### config.mk
export PLATFORM = sky130hd
export DESIGN_NAME = fm_phaseinc_gen_flat
export DESIGN_NICKNAME = d
export VERILOG_FILES = /design/src/rtl/fm_pkg.sv /design/src/rtl/fm_phaseinc_gen_if.sv /design/src/rtl/fm_phaseinc_gen_seq_mult.sv /design/src/rtl/fm_phaseinc_gen.sv /design/src/flat_wrapper.sv
export SDC_FILE = /design/constraint.sdc
export NUM_CORES = 1
export LEC_CHECK = 0
export CAP_MARGIN = 20
export CORE_AREA = 2 2 163 165
export CTS_CLUSTER_DIAMETER = 30
export CTS_CLUSTER_SIZE = 12
export DETAILED_ROUTE_END_ITERATION = 7
export DIE_AREA = 0 0 165 167
export GPL_TIMING_DRIVEN = 0
export HOLD_SLACK_MARGIN = 0.03
export PLACE_DENSITY = 0.71
export SETUP_SLACK_MARGIN = 0.4
export SYNTH_ARGS = -nofsm -noshare
export SYNTH_HDL_FRONTEND = slang
export SYNTH_HIERARCHICAL = 1
export SYNTH_SLANG_ARGS = --single-unit
### constraint.sdc
create_clock -name clock -period 4.14 [get_ports clock]
set_input_delay 1.035 -clock clock [delete_from_list [all_inputs] [get_ports clock]]
set_output_delay 1.035 -clock clock [all_outputs]
set_load 0.05 [all_outputs]
### src/rtl/fm_pkg.sv
// Shared definitions for the FM modulator front end: FSM states and default widths.
package fm_pkg;

  localparam int NBITS_AUDIO = 16;
  localparam int NBITS_KDEV  = 16;
  localparam int NBITS_PHASE = 32;

  typedef enum logic [1:0] {
    ST_IDLE,
    ST_MULT,
    ST_ADD,
    ST_LOAD
  } fm_state_e;

endpackage

### src/rtl/fm_phaseinc_gen_if.sv
// Audio sample valid/ready channel into the phase-increment generator.
interface fm_phaseinc_gen_if #(
  parameter int NBITS_AUDIO = fm_pkg::NBITS_AUDIO
);
  import fm_pkg::*;

  logic signed [NBITS_AUDIO-1:0] audio_in;
  logic                          audio_valid;
  logic                          audio_ready;

  modport master (output audio_in, output audio_valid, input  audio_ready);
  modport slave  (input  audio_in, input  audio_valid, output audio_ready);

endinterface

### src/rtl/fm_phaseinc_gen_seq_mult.sv
// Signed x unsigned shift-add multiplier; one multiplier bit per clock, LSB first.
module seq_mult
  import fm_pkg::*;
#(
  parameter int NA = fm_pkg::NBITS_AUDIO,
  parameter int NB = fm_pkg::NBITS_KDEV
) (
  input  logic                    clock,
  input  logic                    reset,
  input  logic                    start,
  input  logic signed [NA-1:0]    a,
  input  logic        [NB-1:0]    b,
  output logic                    done,
  output logic signed [NA+NB-1:0] product
);

  localparam int PW = NA + NB;
  localparam int CW = $clog2(NB + 1);

  logic signed [PW-1:0] acc_q;
  logic signed [PW-1:0] mcand_q;
  logic        [NB-1:0] mplier_q;
  logic        [CW-1:0] cnt_q;
  logic                 busy_q;

  // Partial sums may wrap mid-run; the final product always fits in PW bits.
  always_ff @(posedge clock) begin
    if (reset) begin
      acc_q    <= '0;
      mcand_q  <= '0;
      mplier_q <= '0;
      cnt_q    <= '0;
      busy_q   <= 1'b0;
    end else if (start) begin
      acc_q    <= '0;
      mcand_q  <= {{NB{a[NA-1]}}, a};
      mplier_q <= b;
      cnt_q    <= CW'(NB);
      busy_q   <= 1'b1;
    end else if (busy_q) begin
      if (mplier_q[0]) acc_q <= acc_q + mcand_q;
      mcand_q  <= mcand_q <<< 1;
      mplier_q <= mplier_q >> 1;
      cnt_q    <= cnt_q - CW'(1);
      if (cnt_q == CW'(1)) busy_q <= 1'b0;
    end
  end

  // done marks the edge that performs the final step
  assign done    = busy_q && (cnt_q == CW'(1));
  assign product = acc_q;

endmodule

### src/rtl/fm_phaseinc_gen.sv
// Audio sample -> DDS phase increment, handed over on enableclk cycles.
// Optional FMPI_SAT_EN clamps the deviation term to +/-MAXDEV before the carrier add.
module fm_phaseinc_gen #(
  parameter int NBITS_AUDIO = fm_pkg::NBITS_AUDIO,
  parameter int NBITS_KDEV  = fm_pkg::NBITS_KDEV,
  parameter int KDEV_SHIFT  = 8,
  parameter int NBITS_PHASE = fm_pkg::NBITS_PHASE,
  parameter logic [NBITS_PHASE-1:0] MAXDEV = 'h0010_0000
) (
  input  logic                   clock,
  input  logic                   reset,
  input  logic                   enableclk,
  input  logic [NBITS_PHASE-1:0] carrierinc,
  input  logic [NBITS_KDEV-1:0]  kdev,
  fm_phaseinc_gen_if.slave       aud,
  output logic [NBITS_PHASE-1:0] phaseinc,
  output logic                   phaseinc_upd
);
  import fm_pkg::*;

  localparam int PW = NBITS_AUDIO + NBITS_KDEV;
  localparam logic signed [NBITS_PHASE-1:0] MAXDEV_S = MAXDEV;

  function automatic logic signed [NBITS_PHASE-1:0] to_phase(input logic signed [PW-1:0] x);
    logic signed [NBITS_PHASE-1:0] r;
    for (int i = 0; i < NBITS_PHASE; i++) r[i] = (i < PW) ? x[i] : x[PW-1];
    return r;
  endfunction

  function automatic logic signed [NBITS_PHASE-1:0] sat_dev(input logic signed [NBITS_PHASE-1:0] d);
    if (d > MAXDEV_S)  return MAXDEV_S;
    if (d < -MAXDEV_S) return -MAXDEV_S;
    return d;
  endfunction

  fm_state_e state_q, state_d;
  logic [NBITS_PHASE-1:0] carrier_q, pending_q, pending_d, phaseinc_q;
  logic                   upd_q, load_en, accept, mult_done;
  logic signed [PW-1:0]   product, prod_sh;
  logic signed [NBITS_PHASE-1:0] dev;

  assign aud.audio_ready = (state_q == ST_IDLE) && !reset;
  assign accept          = aud.audio_valid && aud.audio_ready;

  seq_mult #(.NA(NBITS_AUDIO), .NB(NBITS_KDEV)) u_mult (
    .clock   (clock),
    .reset   (reset),
    .start   (accept),
    .a       (aud.audio_in),
    .b       (kdev),
    .done    (mult_done),
    .product (product)
  );

  always_comb begin
    state_d = state_q;
    load_en = 1'b0;
    case (state_q)
      ST_IDLE: if (accept) state_d = ST_MULT;
      ST_MULT: if (mult_done) state_d = ST_ADD;
      ST_ADD:  state_d = ST_LOAD;
      ST_LOAD: if (enableclk) begin
        state_d = ST_IDLE;
        load_en = 1'b1;
      end
      default: state_d = ST_IDLE;
    endcase
  end

  always_ff @(posedge clock) begin
    if (reset) state_q <= ST_IDLE;
    else       state_q <= state_d;
  end

  // ADD stage: scale the product and add the captured carrier (sum wraps)
  assign prod_sh = product >>> KDEV_SHIFT;
`ifdef FMPI_SAT_EN
  assign dev = sat_dev(to_phase(prod_sh));
`else
  assign dev = to_phase(prod_sh);
`endif
  assign pending_d = carrier_q + $unsigned(dev);

  always_ff @(posedge clock) begin
    if (accept) carrier_q <= carrierinc;
  end

  // LOAD stage: pending is only handed to the DDS on an enableclk cycle
  always_ff @(posedge clock) begin
    if (reset) begin
      pending_q  <= '0;
      phaseinc_q <= '0;
      upd_q      <= 1'b0;
    end else begin
      if (state_q == ST_ADD) pending_q <= pending_d;
      if (load_en) phaseinc_q <= pending_q;
      upd_q <= load_en;
    end
  end

  assign phaseinc     = phaseinc_q;
  assign phaseinc_upd = upd_q;

endmodule

### src/flat_wrapper.sv
// flat-port wrapper written by rule: the top's interface ports become plain ports
module fm_phaseinc_gen_flat import fm_pkg::*;
#(
  parameter int NBITS_AUDIO = fm_pkg::NBITS_AUDIO,
  parameter int NBITS_KDEV  = fm_pkg::NBITS_KDEV,
  parameter int KDEV_SHIFT  = 8,
  parameter int NBITS_PHASE = fm_pkg::NBITS_PHASE,
  parameter logic [NBITS_PHASE-1:0] MAXDEV = 'h0010_0000
)
  (clock, reset, enableclk, carrierinc, kdev, phaseinc, phaseinc_upd, aud_audio_in, aud_audio_valid, aud_audio_ready);
  fm_phaseinc_gen_if #(.NBITS_AUDIO(NBITS_AUDIO)) aud_i ();
  input  logic clock;
  input  logic reset;
  input  logic enableclk;
  input  logic [NBITS_PHASE-1:0] carrierinc;
  input  logic [NBITS_KDEV-1:0] kdev;
  output logic [NBITS_PHASE-1:0] phaseinc;
  output logic phaseinc_upd;
  input wire logic [$bits(aud_i.audio_in)-1:0] aud_audio_in;
  input wire logic [$bits(aud_i.audio_valid)-1:0] aud_audio_valid;
  output wire logic [$bits(aud_i.audio_ready)-1:0] aud_audio_ready;
  assign aud_i.audio_in = aud_audio_in;
  assign aud_i.audio_valid = aud_audio_valid;
  assign aud_audio_ready = aud_i.audio_ready;
  fm_phaseinc_gen #(.NBITS_AUDIO(NBITS_AUDIO), .NBITS_KDEV(NBITS_KDEV), .KDEV_SHIFT(KDEV_SHIFT), .NBITS_PHASE(NBITS_PHASE), .MAXDEV(MAXDEV)) u_core (.clock(clock), .reset(reset), .enableclk(enableclk), .carrierinc(carrierinc), .kdev(kdev), .aud(aud_i), .phaseinc(phaseinc), .phaseinc_upd(phaseinc_upd));
endmodule
# --- Word level (Yosys, flattened, before mapping) ---
# Cells that the tools add are included.
# W data, S select, Z words.
totals:
  regBits: 185
  latchBits: 0
  ramBits: 0
  mem_bits_ro: 0
  in_bits: 68
  word_cells: 45
  n_memories: 0
op_classes:
  n_addsub: 3
  mul: 0
  div_mod_pow: 0
  magnitude_cmp: 0
  n_eq_ne: 7
  shifts: 0
  muxes: 15
  bitwise: 0
  n_reduce_logical: 9
ops:
  columns: ["operator", "count"]
  rows:
  - ["$add A32 B32 Y32", 2]
  - ["$mux W32", 2]
  - ["$mux W16", 2]
  - ["$mux W5", 2]
  - ["$pmux W2 S4", 1]
  - ["$mux W2", 3]
  - ["$eq A5 B1 Y1 const B", 1]
  - ["$mux W1", 5]
  - ["$sub A5 B1 Y5 const B", 1]
  - ["$eq A2 B2 Y1 const B", 2]
  - ["$ne A2 B1 Y1 const B", 2]
  - ["$logic_and A1 B1 Y1", 3]
  - ["$reduce_and A3 Y1", 1]
  - ["$eq A2 B1 Y1 const B", 1]
  - ["$logic_not A2 Y1", 1]
  - ["$ne A2 B2 Y1 const B", 1]
  - ["$reduce_and A2 Y1", 1]
  - ["$reduce_bool A2 Y1", 1]
  - ["$reduce_or A2 Y1", 1]
  - ["$logic_not A1 Y1", 1]

# --- Depth between registers and ports, before layout ---
depth:
  depth_word: 5
  mapped_depth: 11

# --- By module ---
# The synthesis kept the hierarchy.
by_module_without_submodules:
  columns: ["mod", "instances", "cells_per_inst", "area_each_um2", "seq_area_each_um2"]
  rows:
  - ["seq_mult", 1, 653, 5177.5, 1721.7]
  - ["fm_phaseinc_gen", 1, 540, 5004.8, 2302.2]

# --- Least setup slack after synthesis ---
# OpenSTA, ideal clock, no wires.
synth_path:
  path_kind: "input to register"
  from: "input port reset"
  to: "register u_core.u_mult.mcand_q[21]"
  setup_time_ns: 0.128
  arrival_time_ns: 3.668
  path_slack_ns: 0.344
  path_stages: 8
  cell_sequence: "nor2b_1 -> nand2_1 -> inv_1 -> clkbuf_1 -> a21o_1 -> clkbuf_1 -> clkbuf_1 -> nor2_1"
synth_between:
  elab_chain_len: 4
  word_cells_on_any_way: 5
synth_lines:
  columns: ["element", "line_no", "source"]
  rows:
  - ["from (decl)", "flat_wrapper.sv:13", "input logic reset;"]
  - ["$logic_not A1 Y1 (*)", "fm_phaseinc_gen.sv:42", "assign aud.audio_ready = (state_q == ST_IDLE) && !reset;"]
  - ["$logic_and A1 B1 Y1 (*)", "fm_phaseinc_gen.sv:42", null]
  - ["$logic_and A1 B1 Y1 (*)", "fm_phaseinc_gen.sv:43", "assign accept = aud.audio_valid && aud.audio_ready;"]
  - ["named net u_core.accept", "fm_phaseinc_gen.sv:38", "logic upd_q, load_en, accept, mult_done;"]
  - ["$mux W32 or $reduce_bool A2 Y1 (tied branches)", null, null]
  - ["to (signal assigned)", "fm_phaseinc_gen_seq_mult.sv:36", "mcand_q <= {{NB{a[NA-1]}}, a};"]
  - ["to (signal assigned)", "fm_phaseinc_gen_seq_mult.sv:42", "mcand_q <= mcand_q <<< 1;"]
  - ["to (decl)", "fm_phaseinc_gen_seq_mult.sv:21", "logic signed [PW-1:0] mcand_q;"]
# Mark *: on every way through the listed nets, which the timed path passes. The rest lies on a longest branch.
# A chain may end at the register's enable or synchronous reset.

# --- Worst setup path after layout ---
layout_path:
  from: "input port reset"
  to: "output port aud_audio_ready"
layout_between:
  elab_chain_len: 2
layout_lines:
  columns: ["element", "line_no", "source"]
  rows:
  - ["$logic_not A1 Y1", "fm_phaseinc_gen.sv:42", null]
  - ["$logic_and A1 B1 Y1", "fm_phaseinc_gen.sv:42", null]
  - ["to (decl)", "flat_wrapper.sv:21", "output wire logic [$bits(aud_i.audio_ready)-1:0] aud_audio_ready;"]
# No other way between the ends.

==> flow_summary.json <==
{
  "outcome": "complete, no violations",
  "ant_nets": 0,
  "synth.largest_area_cell": "dfxtp_1",
  "die-height_um": 167,
  "finalHoldViolCount": 0,
  "final_core_util_pct": 47.5,
  "place_hpwl_um": 19800,
  "synth_fp_nets": 1332,
  "cts_sinks": 185,
  "clkTransAtPathRegs_ns": 0.07,
  "start_util_pct": 39.5,
  "fin_skew_ns": 0.0123,
  "dr.pass1.iters": 7,
  "setup_viol": 0,
  "coreArea_um2": 25800,
  "ys_seq_area_share_pct": 39.5,
  "tightestPinTransition_ns": 0.953,
  "synth_edf_count": 32,
  "slew_violations": 0,
  "worst_ep_required_time_ns": 3.11,
  "hold_buffers": 0,
  "postSynthCellCount": 1193,
  "grt_max_degree": 19,
  "synth_async_sr_flop_share_pct": 0,
  "synth_flop_cell": "dfxtp_1",
  "hp-class": "reg2reg",
  "cts_tree": "done",
  "clockRootBuffer": "clkbuf_16",
  "vias": 8759,
  "cp_max_fo": 5,
  "power_density_nw_per_um2": 399,
  "gp_congestion": 0.887,
  "clockBufferDepth": 2,
  "io_pins": 102,
  "dieArea_um2": 27600,
  "synth_top_area_share_pct": 30.1,
  "cts_resized": 0,
  "worstPathArrival_ns": 2.55,
  "grtUsageTotal_pct": 19.0,
  "die_w_um": 165,
  "synth_seq_cells": 185,
  "layout-drive-gt1-share_pct": 5.11,
  "yosys_warnings": 6,
  "layout.nets": 1457,
  "synth_area_per_cell_um2": 8.54,
  "synthesis.area_um2": 10200,
  "postPlaceCellArea_um2": 11600,
  "io_buffers": 101,
  "cap_violations": 0,
  "min_period_ns": 3.59,
  "drt_iter0_markers": 433,
  "routed_wl_um": 26100,
  "num_rows": 59,
  "finalCritPeriodShare_pct": 86.7,
  "maxSlewHeadroom_pct": 36.1,
  "syn_to_final_growth_pct": 20.1,
  "avgViaCountPerCell": 5.26,
  "drc": 0,
  "crit_type": "in2out",
  "overflow": 0,
  "ir_drop_v": 0.000279,
  "max_freq_ghz": 0.279,
  "grt_pass1_vias": 8379,
  "antenna_found_initial": 0,
  "start_kind": "input pin",
  "yosys-top-cells-area": "dfxtp_1 (30%), edfxtp_1 (9.4%), ha_1 (8.5%)",
  "stdcell_area_um2": 12200,
  "grt_first_pass_wirelength_um": 42000,
  "cellLeakagePower_nw": 4.67,
  "diodes": 0,
  "clk_latency_ns": 0.43,
  "yosysUniqueCellTypes": 78,
  "rsz0062_at_grt": "no",
  "avgRoutedWirePerCell_um": 15.7,
  "cts_buffers": 17,
  "h-tree-depth": 4,
  "crit_path_end_kind": "output pin"
}
placed cells by master, fill, tap and decap left out, drive strengths merged, types with 7 or more instances in the layout:
master and n:
a211oi 27, a21o 17, a21oi 150, a31oi 14
and2 22, buf 14, clkbuf 76, clkdlybuf4s50 101
dfxtp 153, edfxtp 32, ha 69, inv 38
mux2i 52, nand2 145, nand3 18, nand4 13
nor2 153, nor2b 7, nor3 11, o211ai 7
o21ai 47, o21bai 16, or2 7, xnor2 34
xor2 19
cell families after synthesis:
family / after synthesis / synth area share [%]
muxes: 52 / 5.11
adders and majority gates: 71 / 8.87
buffers and inverters: 100 / 4.13
DFF: 185 / 39.5
xor gates and xnor gates: 53 / 4.56
and+or+nand+nor: 409 / 17.8
AOI/OAI and AO/OA: 323 / 20.0
cell usage after synthesis, drive strengths merged (3+ instances only):
library cell,n
dfxtp,153
mux2i,52
a22o,5
nor3,11
ha,69
o21a,4
a21oi,150
a211oi,27
a21o,17
nor2b,7
nor3b,5
nand3,18
nand2,145
and2,22
o311ai,5
and3,5
o21ai,47
inv,31
nor4,3
nand4,13
a31oi,14
o21bai,16
o31ai,6
nand2b,6
or3b,3
xnor2,34
edfxtp,32
clkbuf,58
buf,10
xor2,19
nor2,153
o211ai,7
or2,7
registers in the layout, indices dropped and copies added, names as in the netlist:
name,flops
u_core/u_mult/mplier_q,16
u_core/u_mult/mcand_q,32
u_core/phaseinc_upd,1
u_core/u_mult/busy_q,1
u_core/carrier_q,32
u_core/state_q,2
u_core/u_mult/product,32
u_core/pending_q,32
u_core/u_mult/cnt_q,5
u_core/phaseinc,32
critical path, cell delays in order:
cell and delay, ns:
clkdlybuf4s50_1 0.51, nor2b_1 0.19, clkdlybuf4s50_1 0.82
per-stage QoR:
stage | setup slack [ns] | total power [mW] | instances | hold slack (ns) | TNS, ns
after floorplan | 0.557 | 2.97 | 1193 | 0.427 | 0
after global placement | -0.258 | 3.27 | 1629 | 0.442 | -2.36
after detailed placement | -0.258 | 3.29 | 1629 | 0.448 | -2.45
after CTS | 0.408 | 4.91 | 1662 | 0.458 | 0
after global routing | 0.467 | 5.13 | 1666 | 0.475 | 0
final | 0.551 | 4.88 | 1666 | 0.455 | 0
path summary, 6_finish.rpt:
kind,startpoint,to,slack (ns),depth (start not counted)
worst max-delay path,reset,aud_audio_ready,0.55,3
worst min-delay path,u_core/phaseinc[24],u_core/phaseinc[24],0.46,2
worst max register to register,u_core/carrier_q[0],u_core/pending_q[26],0.80,11
worst min register to register,u_core/phaseinc[24],u_core/phaseinc[24],0.46,2
layer usage:
layer	up-vias	track usage [%]	wire [um]
met2	228	32.3	12400
met4	0	6.20	568
met5	-	0	0
met3	40	3.49	1270
met1	4022	24.3	11900
li1	4469	-	-
layout make-up:
type / instances / area [um2]
Fill cell: 2465 / 13500
Multi-Input combinational cell: 908 / 5740
Sequential cell: 185 / 4020
Timing Repair Buffer: 105 / 1040
Clock buffer: 18 / 450
Tap cell: 335 / 419
Buffer: 68 / 300
Clock inverter: 14 / 124
Inverter: 32 / 124
Timing Repair inverter: 1 / 5.00
power breakdown:
part | internal, mW | switching [mW] | leakage, nW
combinational | 0.458 | 0.660 | 2.85
clock | 0.829 | 0.770 | 0.281
sequential | 2.03 | 0.132 | 1.54
repair_timing:
action                                  in CTS  in global routing
cloned                                       1                  0
endpoints found under the setup margin      11                 10
buffers inserted                             0                  4
(Power assumes the default switching activity.)
==> edit: new RTL, same settings <==
Encoding of `fm_state_e`: now one-hot (4 bits for 4 states).
--- a/src/rtl/fm_pkg.sv
+++ b/src/rtl/fm_pkg.sv
@@ -7,7 +7,7 @@
 
-  typedef enum logic [1:0] {
-    ST_IDLE,
-    ST_MULT,
-    ST_ADD,
-    ST_LOAD
+  typedef enum logic [3:0] {
+    ST_IDLE = 4'b0001,
+    ST_MULT = 4'b0010,
+    ST_ADD  = 4'b0100,
+    ST_LOAD = 4'b1000
   } fm_state_e;
Function: no difference found for any inputs over 10 cycles, from zero or initial values and one cycle with reset high; not proved beyond that.
==> edit against the original RTL <==
Setup slack improved by 6.8 ps; synthesized area rose by 2.3%; sequential cell count rose by 2; power rose by 1.8%; hold slack barely moved; largest cell class unchanged; routed wire length rose by 5.3%; via count rose by 5.4%; cell area rose by 2.1%; critical endpoint unchanged; die area did not move; cell count rose by 2.7%.
==> edit: results (changes against the original RTL) <==
OUTCOME
----------------------------------------------------------------------------------
Outcome ............................................................. finished, final reports clean

STA
----------------------------------------------------------------------------------
Worst slew margin relative to its limit .............................        40.6%   +4.6 points
Worst clock skew ....................................................      9.78 ps   -2.53 ps

CLOCKING
----------------------------------------------------------------------------------
Number of buffers inserted by post-CTS setup repair .................            1   +1
Number of resized instances in the post-cts repair step .............            1   +1

PLACE
----------------------------------------------------------------------------------
Detailed-placement wirelength estimate ..............................      21.0 mm   +5.9%
Global placer's final weighted congestion ...........................        0.934   +5.3%

GLOBAL ROUTE
----------------------------------------------------------------------------------
Met3 layer usage reported by global route ...........................        3.31%   -0.17 points
GR Layer Usage met2 .................................................        35.3%   +3.0 points
Pin count of the biggest net entering global routing ................           22   +3
Gr usage total ......................................................        20.1%   +1.0 points
Vias in the first global route ......................................         8789   +4.9%
GR Layer Usage met1 .................................................        24.7%   +0.44 points

POWER
----------------------------------------------------------------------------------
Worst IR Drop VDD ...................................................       296 uV   +5.9%
Seq pwr share .......................................................        43.2%   -1.1 points
Overall Power .......................................................      4.97 mW   +1.8%
Clock network power .................................................      1.69 mW   +6%
Sw Pwr ..............................................................      1.61 mW   +2.9%

DRT
----------------------------------------------------------------------------------
Wirelength, routed ..................................................      27.5 mm   +5.3%
Number of iterations in the first detailed-routing pass .............            5   -2
M1 WL ...............................................................      12.2 mm   +3.0%
First-iteration detailed-routing DRC count ..........................          545   +26%
Total met2 wirelength after detailed routing ........................      13.4 mm   +8.0%
Routed wire length on met3 ..........................................      1.13 mm   -11%
Total number of vias ................................................         9235   +5.4%

YOSYS
----------------------------------------------------------------------------------
Netlist cell types ..................................................           80   +2.6%
Cells taking the most area after synthesis .......................... sky130_fd_sc_hd__dfxtp_1, sky130_fd_sc_hd__edfxtp_1, sky130_fd_sc_hd__a21oi_1
Share of the synthesized area in the top cell type ..................        29.8%   -0.31 points
Synthesized Nets ....................................................         1376   +3.3%
Compound-cell area share of the yosys netlist .......................        22.4%   +2.4 points
Post-Synth XOR/XNOR Area ............................................        4.29%   -0.27 points
Leading cell types by count after synthesis ......................... sky130_fd_sc_hd__nand2_1, sky130_fd_sc_hd__a21oi_1, sky130_fd_sc_hd__dfxtp_1, sky130_fd_sc_hd__nor2_1, sky130_fd_sc_hd__ha_1
Share of the yosys chip area belonging to registers .................        39.0%   -0.52 points
Share of synthesized area spent on multiplexers .....................        3.09%   -2.0 points
Number of cells produced by synthesis ...............................         1242   +4.1%

FINAL LAYOUT
----------------------------------------------------------------------------------
Final Instance Count excl. Fillers ..................................         1711   +2.7%
Share of final-layout standard cells stronger than drive strength 1 .        5.67%   +0.56 points
Final layout net count ..............................................         1497   +2.7%
Final instance area .................................................   12500 um^2   +2.1%

SETUP PATH
----------------------------------------------------------------------------------
Critical path peak fanout ...........................................           10   +5

FLOORPLANNING
----------------------------------------------------------------------------------
Initial core utilization ............................................        40.4%   +0.93 points

## edit: final timing paths
check                                              start                   endpoint  slack, ps  depth (start not counted)
worst max-delay path                               reset            aud_audio_ready        560                          4
worst min-delay path                 u_core/phaseinc[31]        u_core/phaseinc[31]        460                          2
worst max register to register  u_core/u_mult/mcand_q[0]  u_core/u_mult/product[24]       1050                         10
worst min register to register       u_core/phaseinc[31]        u_core/phaseinc[31]        460                          2
## edit: layout make-up
| cell class | count | area share, % |
|---|---|---|
| Buffer | 75 | 2.76 |
| Clock buffer | 20 | 3.66 |
| Clock inverter | 12 | 1.20 |
| Inverter | 23 | 0.692 |
| Multi-Input combinational cell | 957 | 47.6 |
| Sequential cell | 187 | 32.6 |
| Tap cell | 335 | 3.36 |
| Timing Repair Buffer | 102 | 8.20 |
## edit: critical path, stage by stage
cell and delay [ps]:
sky130_fd_sc_hd__clkbuf_1 390, sky130_fd_sc_hd__clkbuf_2 340, sky130_fd_sc_hd__nor2_1 80, sky130_fd_sc_hd__clkdlybuf4s50_1 700
